### config.mk
export PLATFORM = sky130hd
export DESIGN_NAME = blob_frame_gen
export DESIGN_NICKNAME = d
export VERILOG_FILES = /design/src/rtl/blob_frame_gen.sv
export SDC_FILE = /design/constraint.sdc
export NUM_CORES = 1
export LEC_CHECK = 0
export BUFFER_PORTS_ARGS = -buffer_cell sky130_fd_sc_hd__buf_2
export CORE_ASPECT_RATIO = 1.25
export CORE_UTILIZATION = 30
export DETAILED_ROUTE_END_ITERATION = 10
export PLACE_DENSITY = 0.49
export RECOVER_POWER = 50
export SLEW_MARGIN = 20
export SYNTH_ARGS = -nofsm -noshare
export SYNTH_HDL_FRONTEND = slang
export SYNTH_SLANG_ARGS = --single-unit
### constraint.sdc
create_clock -name iCLK -period 5.8 [get_ports iCLK]
set_clock_uncertainty 0.15 [all_clocks]
set_input_delay 0 -clock iCLK [delete_from_list [all_inputs] [get_ports iCLK]]
set_output_delay 0 -clock iCLK [all_outputs]
set_load 0.05 [all_outputs]
### src/rtl/blob_frame_gen.sv
`default_nettype none
// ============================================================================
//  Module   : blob_frame_gen
//  Purpose  : Synthetic raster source. Streams H_ACTIVE x V_ACTIVE frames of
//             12-bit colour beats. Every pixel is black except one
//             programmable solid rectangle of colour BLOB_COLOR.
//  Revision : 1.0 - initial release
// ============================================================================
module blob_frame_gen #(
  parameter int          H_ACTIVE   = 640,
  parameter int          V_ACTIVE   = 480,
  parameter int          H_BLANK    = 160,
  parameter int          V_BLANK    = 1000,
  parameter logic [11:0] BLOB_COLOR = 12'hF00
) (
  input  logic        iCLK,
  input  logic        iRST,
  input  logic        iEnable,
  input  logic        iBlobLoad,
  input  logic [10:0] iBlobRow,
  input  logic [10:0] iBlobCol,
  input  logic [9:0]  iBlobW,
  input  logic [9:0]  iBlobH,
  output logic [11:0] oColor,
  output logic        oDVAL,
  output logic        oFrameStart,
  output logic        oFrameDone,
  output logic        oBusy
);

  typedef enum logic [1:0] {
    ST_IDLE   = 2'd0,
    ST_ACTIVE = 2'd1,
    ST_HBLANK = 2'd2,
    ST_VBLANK = 2'd3
  } state_t;

  localparam logic [9:0]  c_COL_LAST = 10'(H_ACTIVE - 1);
  localparam logic [9:0]  c_ROW_LAST = 10'(V_ACTIVE - 1);
  localparam logic [10:0] c_HB_LAST  = 11'(H_BLANK - 1);
  localparam logic [10:0] c_VB_LAST  = 11'(V_BLANK - 1);

  state_t      r_state, w_state_nxt;
  logic [9:0]  r_col, w_col_nxt;
  logic [9:0]  r_row, w_row_nxt;
  logic [10:0] r_blank, w_blank_nxt;
  logic        w_reload;
  logic        w_done_nxt;

  // Pending geometry is written by iBlobLoad; active geometry is what the
  // frame in flight uses and only changes on the frame-start reload.
  logic [10:0] r_pend_row, r_pend_col, r_act_row, r_act_col;
  logic [9:0]  r_pend_w, r_pend_h, r_act_w, r_act_h;
  logic [10:0] w_pend_row, w_pend_col, w_geo_row, w_geo_col;
  logic [9:0]  w_pend_w, w_pend_h, w_geo_w, w_geo_h;

  logic [11:0] w_col_lo, w_col_hi, w_row_lo, w_row_hi, w_colx, w_rowx;
  logic        w_blob;
  logic        w_dval_nxt;
  logic [11:0] w_color_nxt;
  logic        w_fs_nxt;
  logic        w_busy_nxt;

  // Pending value as seen this cycle, so a load coinciding with the
  // frame-start reload is picked up immediately.
  always_comb begin
    w_pend_row = iBlobLoad ? iBlobRow : r_pend_row;
    w_pend_col = iBlobLoad ? iBlobCol : r_pend_col;
    w_pend_w   = iBlobLoad ? iBlobW   : r_pend_w;
    w_pend_h   = iBlobLoad ? iBlobH   : r_pend_h;
  end

  // Next-state and counter sequencing for the raster walk.
  always_comb begin
    w_state_nxt = r_state;
    w_col_nxt   = r_col;
    w_row_nxt   = r_row;
    w_blank_nxt = r_blank;
    w_reload    = 1'b0;
    w_done_nxt  = 1'b0;
    case (r_state)
      ST_IDLE: begin
        if (iEnable) begin
          w_state_nxt = ST_ACTIVE;
          w_col_nxt   = 10'd0;
          w_row_nxt   = 10'd0;
          w_reload    = 1'b1;
        end
      end
      ST_ACTIVE: begin
        if (r_col == c_COL_LAST) begin
          if (r_row == c_ROW_LAST) begin
            w_state_nxt = ST_VBLANK;
            w_blank_nxt = 11'd0;
            w_done_nxt  = 1'b1;
          end else if (H_BLANK == 0) begin
            w_col_nxt = 10'd0;
            w_row_nxt = r_row + 10'd1;
          end else begin
            w_state_nxt = ST_HBLANK;
            w_blank_nxt = 11'd0;
          end
        end else begin
          w_col_nxt = r_col + 10'd1;
        end
      end
      ST_HBLANK: begin
        if (r_blank == c_HB_LAST) begin
          w_state_nxt = ST_ACTIVE;
          w_col_nxt   = 10'd0;
          w_row_nxt   = r_row + 10'd1;
        end else begin
          w_blank_nxt = r_blank + 11'd1;
        end
      end
      default: begin
        if (r_blank == c_VB_LAST) begin
          w_col_nxt = 10'd0;
          w_row_nxt = 10'd0;
          if (iEnable) begin
            w_state_nxt = ST_ACTIVE;
            w_reload    = 1'b1;
          end else begin
            w_state_nxt = ST_IDLE;
          end
        end else begin
          w_blank_nxt = r_blank + 11'd1;
        end
      end
    endcase
  end

  // Output decode for the beat about to be registered; bounds in 12 bits
  // so start+size never wraps and off-screen parts simply never match.
  always_comb begin
    w_geo_row   = w_reload ? w_pend_row : r_act_row;
    w_geo_col   = w_reload ? w_pend_col : r_act_col;
    w_geo_w     = w_reload ? w_pend_w   : r_act_w;
    w_geo_h     = w_reload ? w_pend_h   : r_act_h;
    w_col_lo    = {1'b0, w_geo_col};
    w_col_hi    = {1'b0, w_geo_col} + {2'b00, w_geo_w};
    w_row_lo    = {1'b0, w_geo_row};
    w_row_hi    = {1'b0, w_geo_row} + {2'b00, w_geo_h};
    w_colx      = {2'b00, w_col_nxt};
    w_rowx      = {2'b00, w_row_nxt};
    w_blob      = (w_geo_w != 10'd0) && (w_geo_h != 10'd0) &&
                  (w_colx >= w_col_lo) && (w_colx < w_col_hi) &&
                  (w_rowx >= w_row_lo) && (w_rowx < w_row_hi);
    w_dval_nxt  = (w_state_nxt == ST_ACTIVE);
    w_color_nxt = (w_dval_nxt && w_blob) ? BLOB_COLOR : 12'h000;
    w_fs_nxt    = w_dval_nxt && (w_row_nxt == 10'd0) && (w_col_nxt == 10'd0);
    w_busy_nxt  = (w_state_nxt != ST_IDLE);
  end

  // State, counters and registered outputs.
  always_ff @(posedge iCLK) begin
    if (iRST) begin
      r_state     <= ST_IDLE;
      r_col       <= 10'd0;
      r_row       <= 10'd0;
      r_blank     <= 11'd0;
      oColor      <= 12'h000;
      oDVAL       <= 1'b0;
      oFrameStart <= 1'b0;
      oFrameDone  <= 1'b0;
      oBusy       <= 1'b0;
    end else begin
      r_state     <= w_state_nxt;
      r_col       <= w_col_nxt;
      r_row       <= w_row_nxt;
      r_blank     <= w_blank_nxt;
      oColor      <= w_color_nxt;
      oDVAL       <= w_dval_nxt;
      oFrameStart <= w_fs_nxt;
      oFrameDone  <= w_done_nxt;
      oBusy       <= w_busy_nxt;
    end
  end

  // Geometry registers: pending on load, active on frame-start reload.
  always_ff @(posedge iCLK) begin
    if (iRST) begin
      r_pend_row <= 11'd0;
      r_pend_col <= 11'd0;
      r_pend_w   <= 10'd0;
      r_pend_h   <= 10'd0;
      r_act_row  <= 11'd0;
      r_act_col  <= 11'd0;
      r_act_w    <= 10'd0;
      r_act_h    <= 10'd0;
    end else begin
      r_pend_row <= w_pend_row;
      r_pend_col <= w_pend_col;
      r_pend_w   <= w_pend_w;
      r_pend_h   <= w_pend_h;
      if (w_reload) begin
        r_act_row <= w_pend_row;
        r_act_col <= w_pend_col;
        r_act_w   <= w_pend_w;
        r_act_h   <= w_pend_h;
      end
    end
  end

endmodule
`default_nettype wire

==> results.yml, run 1 <==
routing:
  totalWireLength_um: 18950
  drc: 0
  drt_iter0_markers: 289
  ant_nets: 0
  via_per_inst: 4.929
  vias: 6127
  routedWlPerCell_um: 15.25
  drtPass1Iterations: 5
logic_synthesis:
  synth.top_cell.area_share: 0.3402
  yosys-top-cells-area: "dfxtp_1 34%, ha_1 10%, nor2_1 7.1%, mux2i_1 6.4%, a21oi_1 3.9%"
  yosysMostFrequentCell: "nor2_1"
  async_flop_share: 0
  ys_types: 72
  synth_edf_count: 0
  yosys.area.top_type: "dfxtp_1"
  ys_top_cells_by_count: "136 x nor2_1, 122 x dfxtp_1, 60 x ha_1"
  ys_warn_count: 0
  synth_ff_type: "dfxtp_1"
  synthesis.instances: 859
  synth-seq-area-share: 0.3402
  ys_ff_latch: 122
  syn_area_per_cell_sq_um: 8.356
  synth_area_sq_um: 7178
timing:
  min_period_ns: 5.060
  worst_pin_slew_ns: 3.882
  finalHoldViolCount: 0
  maxSlewHeadroom: -1.588
  tns_ns: 0
  setup_violations: 0
  fmaxAchievable_mhz: 197.6
  rsz0062_at_grt: "no"
  period_share: 0.8724
  drv_slew: 81
worst_setup_path:
  path_class: "register to register"
  path_max_fanout: 54
  cp-end-kind: "register"
  crit_chain: "and2_1 > and4_1 > o21ai_4 > buf_12 > nor2_1 > a21oi_1 > inv_1 > ha_1 > nand3_1 > o211ai_1 > a21boi_0 > xor2_1 > ha_1 > a21o_1 > a21o_1 > a21o_1 > a21o_1 > a21oi_1 > or2_2 > a22oi_1 > a211oi_1"
  crit_top_cell: "a21o_1"
  crit_path_start_kind: "register"
  critical_path.slowest_cell: "o21ai_4"
  cp.required_ns: 5.99
  rrSetupSlack_ns: 0.74
  arrival_ns: 5.25
  slowest_delay_ns: 0.49
cts:
  htree_levels: 4
  cts.sinks: 122
  post_cts_buffers: 0
  numCtsBuffers: 17
  cts_tree: "yes"
  cts_hold_buf: 42
  worstSkewPairLatency_ns: 0.43
  clk_pin_slew_ns: 0.06
  post_cts_resized: 0
  ctsLongestPathBuffers: 2
  cts-root-buf: "clkbuf_16"
die:
  die_w_um: 140.4
  core_area_sq_um: 23190
  row_count: 62
  die-height_um: 174.9
  ios: 62
  die_area_sq_um: 24550
  initial_utilization: 0.3095
global_route:
  grt_max_degree: 81
  grt_pass1_wl_um: 30990
  grt_pass1_vias: 6061
  overflow: 0
  antenna_found_initial: 0
  track_usage: 0.1612
pwr:
  ir_worst_vdd_mv: 0.2135
  p_leak_uw: 0.003942
  p_per_area_nw_per_um2: 275.4
  power_uw: 2393
place:
  gp_congestion: 0.8122
  port_buffers: 53
  post-dp-hpwl_um: 14020
  postPlaceCellArea_sq_um: 7686
finish:
  syn_to_final_growth_pct: 21.06
  drive_gt1_frac: 0.1111
  nets: 1050
  design_area_sq_um: 8690
hold_path:
  hold_path.class: "input pin to register"
run_status:
  status: "finished with violations"
  violations: "capacitance limit, slew limit"
run:
  cap_violations: 1
-- layout by cell type (no fill, tap or decap), types with 6 or more instances in the layout --
master         count
nand2b_1           6
xor2_1            17
and2_1            27
xnor2_1           15
dlygate4sd3_1     42
nand3_1           25
a21o_1            16
ha_1              60
clkbuf_16         17
nor3_1            11
dfxtp_1          122
o211ai_1           7
nand4_1           13
inv_1             41
nor2_1           136
mux2i_1           46
nor2b_1            7
clkbuf_1          10
nand2_1           47
nor4_1            13
and3_1             7
a21oi_1           56
o21ai_0           41
conb_1             8
buf_2             45
-- area by class of cell --
class / instances / area [sq um]
tap: 288 / 360.3
fill: 2393 / 14510
inverter: 41 / 153.9
sequential: 122 / 2442
clock buffer: 17 / 425.4
multi-input combinational: 657 / 4392
clock inverter: 14 / 172.7
antenna: 1 / 2.502
timing repair buffer: 103 / 740.7
-- report_power, final --
part	internal (uW)	switching, uW	total [uW]
clock	674	425	1100
sequential	876	17.1	893
combinational	167	234	401
-- stage by stage --
| step | util | setup slack [ns] | hold WS [ns] | std cells |
|---|---|---|---|---|
| 2_1_floorplan | - | 0.7652 | 0.01116 | 866 |
| 3_3_place_gp | 0.3314 | 0.8159 | 0.1230 | 1169 |
| 3_5_place_dp | 0.3314 | 0.7384 | 0.1234 | 1169 |
| 4_1_cts | 0.3753 | 0.7170 | 0.03097 | 1242 |
| 5_1_grt | 0.3745 | 0.3183 | 0.05346 | 1242 |
| 6_report | 0.3746 | 0.7399 | 0.02291 | 1243 |
-- critical path: cells and delay by family (launching register included) --
kind                     cells  cell delay [ns]
AO/OA/AOI/OAI               11             2.37
XOR/XNOR                     1             0.17
adder cells (fa/ha/maj)      2             0.61
buffers and inverters        2             0.39
flip-flops                   1             0.45
AND/OR/NAND/NOR              5             0.82
-- registers in the layout, summed over array words and instances (netlist names) --
name / flops
oDVAL: 1
r_blank: 11
r_act_col: 11
oColor: 1
r_row: 10
r_act_row: 11
oFrameStart: 1
r_pend_col: 11
r_pend_h: 10
r_act_h: 10
r_state: 2
r_pend_row: 11
oFrameDone: 1
oBusy: 1
r_col: 10
r_pend_w: 10
r_act_w: 10
-- metal layers --
metal | global-route usage | vias to the layer above | share of wire
met2 | 0.2704 | 106 | 0.47
met5 | 0 | - | 0
met4 | 0.05632 | 0 | 0.014
met1 | 0.2053 | 2822 | 0.49
li1 | - | 3180 | -
met3 | 0.03097 | 19 | 0.029
-- cell families (layout without fill, tap and decap cells) --
family / count (synthesis) / in the layout / share of synthesized area
fa+ha+maj: 63 / 63 / 0.1116
simple gates: 325 / 325 / 0.2252
compound gates: 178 / 178 / 0.1578
buf+inv: 87 / 175 / 0.05316
other cells: 1 / 9 / 0.0005224
xor+xnor: 32 / 32 / 0.03904
flops: 122 / 122 / 0.3402
mux: 51 / 51 / 0.07251
-- worst paths after layout --
check / from / to / cells after the start
max: r_state[0] / oColor[10] / 21
min reg2reg: r_pend_col[9] / r_pend_col[9] / 2
min: iBlobLoad / r_pend_h[6] / 3
max reg2reg: r_state[0] / oColor[10] / 21
No activity file was read; power rests on OpenSTA's default activity.
==> run 2, diff against run 1 <==
--- a/config.mk
+++ b/config.mk
@@ -10,7 +10,7 @@
 export CORE_UTILIZATION = 30
 export DETAILED_ROUTE_END_ITERATION = 10
 export PLACE_DENSITY = 0.49
-export RECOVER_POWER = 50
+export RECOVER_POWER = 100
 export SLEW_MARGIN = 20
 export SYNTH_ARGS = -nofsm -noshare
 export SYNTH_HDL_FRONTEND = slang
==> results.yml, run 2 (same netlist as run 1, synthesis figures left out) <==
place:
  port_buffers: 53
  postPlaceCellArea_sq_um: 7686
  gp_congestion: 0.8122
  dp_slack_ns: 0.7384
  placedCellCount: 1169
  post-dp-hpwl_um: 14020
finish:
  final_common_cell: "nor2_1"
  design_area_sq_um: 8685
  fill_cells: 2394
  syn_to_final_growth_pct: 20.99
  layout_common_cells: "136 x nor2_1, 122 x dfxtp_1, 60 x ha_1"
  instances_no_fill: 1243
  nets: 1050
  drive_gt1_frac: 0.1101
die:
  initial_utilization: 0.3095
  row_count: 62
  die_w_um: 140.4
  die-height_um: 174.9
  die_area_sq_um: 24550
  core_area_sq_um: 23190
  ios: 62
timing:
  finalHoldViolCount: 0
  setup_violations: 0
  drv_slew: 81
  holdWs_ns: 0.02275
  maxSlewHeadroom: -1.585
  fmaxAchievable_mhz: 197.6
  period_share: 0.8726
  rsz0062_at_grt: "no"
  fin_ws_ns: 0.7390
  tns_ns: 0
  worst_pin_slew_ns: 3.877
  min_period_ns: 5.061
hold_path:
  hold_depth: 3
  hold_path.class: "input pin to register"
cts:
  clk_pin_slew_ns: 0.06
  worstSkewPairLatency_ns: 0.43
  numCtsBuffers: 17
  post_cts_resized: 0
  htree_levels: 4
  ctsLongestPathBuffers: 2
  cts_hold_buf: 42
  post_cts_buffers: 0
  cts-root-buf: "clkbuf_16"
  cts.sinks: 122
  cts_tree: "yes"
pwr:
  p_leak_uw: 0.003932
  p_per_area_nw_per_um2: 275.8
  ir_worst_vdd_mv: 0.2135
routing:
  drtPass1Iterations: 4
  vias: 6132
  wl_met1_um: 9221
  ant_nets: 0
  totalWireLength_um: 18960
  highest_layer: "met4"
  via_per_inst: 4.933
  routedWlPerCell_um: 15.26
  dr_wl_met3_um: 556
  drt_iter0_markers: 285
  drc: 0
  dr_wl_met2_um: 8914
worst_setup_path:
  crit_path_start_kind: "register"
  path_max_fanout: 54
  cp-end-kind: "register"
  r2r_cells: 21
  cp.required_ns: 5.99
  path_class: "register to register"
  arrival_ns: 5.25
global_route:
  grt_pass1_vias: 6061
  grt_max_degree: 81
  overflow: 0
  track_usage: 0.1612
  antenna_found_initial: 0
  grt_pass1_wl_um: 30990
run_status:
  violations: "capacitance limit, slew limit"
  status: "finished with violations"
run:
  cap_violations: 1
run 2: critical path: stages (launching register included):
cell      delay, ns
dfxtp_1        0.44
and2_1         0.29
and4_1         0.26
o21ai_4        0.49
buf_12         0.30
nor2_1         0.07
a21oi_1        0.32
inv_1          0.09
ha_1           0.30
nand3_1        0.08
o211ai_1       0.31
a21boi_0       0.17
xor2_1         0.17
ha_1           0.31
a21o_1         0.18
a21o_1         0.17
a21o_1         0.17
a21o_1         0.17
a21oi_1        0.12
or2_2          0.12
a22oi_1        0.05
a211oi_1       0.21
run 2: layout make-up:
cell class | count | area (sq um) | share of cell area
diodes | 1 | 2.502 | 0.0002881
repair buffers | 103 | 740.7 | 0.08529
clock buffers | 17 | 425.4 | 0.04898
clock inverters | 14 | 172.7 | 0.01988
multi-input cells | 657 | 4387 | 0.5051
well taps | 288 | 360.3 | 0.04149
flip-flops and latches | 122 | 2442 | 0.2812
inverters | 41 | 153.9 | 0.01772
run 2: power by group:
part           switching, uW  leakage [uW]  internal [uW]
clock network            427      0.000278            674
logic                    234       0.00266            167
registers               17.0      0.000997            876
run 2: metrics by stage:
stage,power (uW),utilization
finish,2395,0.3744
global route,2500,0.3743
CTS,2421,0.3753
detailed placement,1295,0.3314
global placement,1294,0.3314
floorplan,1192,-
run 2: layer usage:
metal  vias to the layer above  global-route usage
met1                      2830              0.2053
met2                       103              0.2704
met3                        19             0.03097
met5                         -                   0
li1                       3180                   -
met4                         0             0.05632
run 2: final timing paths:
check                startpoint             to  slack [ns]
setup reg to reg     r_state[0]     oColor[10]        0.74
hold / removal        iBlobLoad    r_pend_h[6]        0.02
hold reg to reg   r_pend_col[9]  r_pend_col[9]        0.34
setup / recovery     r_state[0]     oColor[10]        0.74
==> run 3, diff against run 2 <==
--- a/config.mk
+++ b/config.mk
@@ -7,9 +7,9 @@
 export LEC_CHECK = 0
 export BUFFER_PORTS_ARGS = -buffer_cell sky130_fd_sc_hd__buf_2
 export CORE_ASPECT_RATIO = 1.25
-export CORE_UTILIZATION = 30
+export CORE_UTILIZATION = 50
 export DETAILED_ROUTE_END_ITERATION = 10
-export PLACE_DENSITY = 0.49
+export PLACE_DENSITY = 0.72
 export RECOVER_POWER = 100
 export SLEW_MARGIN = 20
 export SYNTH_ARGS = -nofsm -noshare
==> constraint.sdc (replaced) <==
create_clock -name iCLK -period 5.15 [get_ports iCLK]
set_clock_uncertainty 0.15 [all_clocks]
set_input_delay 0.515 -clock iCLK [delete_from_list [all_inputs] [get_ports iCLK]]
set_output_delay 0.515 -clock iCLK [all_outputs]
set_load 0.05 [all_outputs]
==> results.yml, run 3 (same netlist as run 1, synthesis figures left out) <==
finish:
  antenna_cells: 0
  layout_common_cells: "136 x nor2_1, 122 x dfxtp_1, 60 x ha_1"
  nets: 1013
  instances_no_fill: 1091
  finalCoreUtilization: 0.5832
  ff_latch_area_sq_um: 2442
  drive_gt1_frac: 0.1146
  multi_input_area_sq_um: 4397
  final_common_cell: "nor2_1"
  fill_cells: 1283
  syn_to_final_growth_pct: 13.21
worst_setup_path:
  cp.required_ns: 5.32
  arrival_ns: 4.94
  path_class: "register to register"
  slowest_delay_ns: 0.42
  crit_top_cell: "ha_1"
  cp-end-kind: "register"
  critical_path.slowest_cell: "fa_1"
  path_max_fanout: 15
  crit_path_start_kind: "register"
  crit_chain: "ha_1 > nor2b_2 > and4_2 > o21ai_4 > buf_4 > nand2_1 > o21ai_0 > ha_1 > fa_1 > a211o_1 > a21oi_1 > nor2_1 > nor2_1 > xor2_1 > ha_1 > and3_1 > nand3_1 > a21oi_1 > a2111oi_1 > a211o_1 > o211ai_1 > a211oi_1"
  crit_family: "compound AO/OA/AOI/OAI gates"
  path_buf_inv: 1
cts:
  numCtsBuffers: 17
  ctsLongestPathBuffers: 2
  cts-root-buf: "clkbuf_16"
  htree_levels: 4
  worstSkewPairLatency_ns: 0.41
  clk_pin_slew_ns: 0.05
  cts.sinks: 122
  cts_tree: "yes"
timing:
  period_share: 0.9254
  maxSlewHeadroom: -1.335
  setup_violations: 0
  finalHoldViolCount: 0
  worst_pin_slew_ns: 3.502
  min_period_ns: 4.766
  fmaxAchievable_mhz: 209.8
  drv_slew: 80
routing:
  drtPass1Iterations: 5
  drt_iter0_markers: 308
  vias: 6095
  totalWireLength_um: 16630
  drc: 0
  via_per_inst: 5.587
  ant_nets: 0
  routedWlPerCell_um: 15.24
global_route:
  grt_pass1_wl_um: 27890
  busiest_layer: "met2"
  met2_usage: 0.3952
  grt_pass1_vias: 5804
  overflow: 0
  use_met1: 0.3061
  met3_usage: 0.04890
  track_usage: 0.2396
  antenna_found_initial: 0
  grt_max_degree: 80
hold_path:
  hold_path.class: "input pin to register"
place:
  placedCellCount: 1061
  port_buffers: 53
  post-dp-hpwl_um: 12350
  gp_congestion: 0.8858
die:
  row_count: 48
  ios: 62
  core_area_sq_um: 13930
  die_area_sq_um: 14840
  die-height_um: 136.0
  initial_utilization: 0.5152
  die_w_um: 109.2
pwr:
  p_per_area_nw_per_um2: 311.5
  ir_worst_vdd_mv: 0.2093
  p_leak_uw: 0.003785
  power_uw: 2532
run_status:
  status: "finished with violations"
  violations: "capacitance limit, slew limit"
run:
  cap_violations: 1
-- run 3: cell types whose count changed in the layout (fill, tap and decap cells not counted), moves of 5 or more --
cell and delta:
and2_0 -12, and2_1 +12, buf_4 +5, clkbuf_1 +7, clkinvlp_4 -5, dlygate4sd3_1 -42
-- run 3: through the flow --
stage | setup TNS (ns) | hold WS [ns] | area (sq um) | setup slack (ns)
after detailed placement | 0 | 0.3243 | 7595 | 0.3288
after CTS | 0 | 0.2066 | 8137 | 0.2894
after global routing | -0.01949 | 0.2311 | 8127 | -0.01949
final | 0 | 0.2115 | 8127 | 0.3842
after floorplan | 0 | 0.3004 | 7204 | 0.1152
after global placement | 0 | 0.3202 | 7595 | 0.4109
-- run 3: power by group --
part / internal (uW) / switching [uW] / leakage [uW] / total (uW)
clock: 709 / 390 / 0.000265 / 1100
sequential: 988 / 18.1 / 0.000997 / 1010
combinational: 172 / 255 / 0.00252 / 427
total: 1870 / 663 / 0.00378 / 2530
-- run 3: worst reg2reg max path: cells and delay by family (launching register included) --
family | cells | cell delay, ns
DFF | 1 | 0.38
and+or+nand+nor | 7 | 1.02
xor gates and xnor gates | 1 | 0.17
buffers and inverters | 1 | 0.23
adders and majority gates | 4 | 1.17
AOI/OAI and AO/OA | 9 | 1.54
-- run 3: layer usage --
layer	share of wire	wire, um
met1	0.47	7759
met2	0.48	7938
met4	0.016	268
met3	0.040	663
met5	0	0
-- run 3: cell type report --
class / instances / share of cell area
clock buffer: 28 / 0.06236
clock inverter: 2 / 0.004311
inverter: 41 / 0.01894
multi-input combinational: 657 / 0.5410
sequential: 122 / 0.3005
tap: 175 / 0.02694
timing repair buffer: 66 / 0.04588
-- run 3: what timing repair did --
action                                 4_1_cts  5_1_grt
gates resized for setup                      0        3
buffers inserted                             0        0
setup endpoints to repair                    0        1
hold buffers                                 0        0
endpoints found under the hold margin        0        0
-- run 3: path summary, 6_finish.rpt --
check                        to  cells after the start     startpoint  slack (ns)
setup / recovery     oColor[10]                     22     r_blank[0]        0.38
hold / removal    r_pend_col[6]                      3    iBlobCol[6]        0.21
setup reg to reg     oColor[10]                     22     r_blank[0]        0.38
hold reg to reg   r_pend_row[0]                      2  r_pend_row[0]        0.33
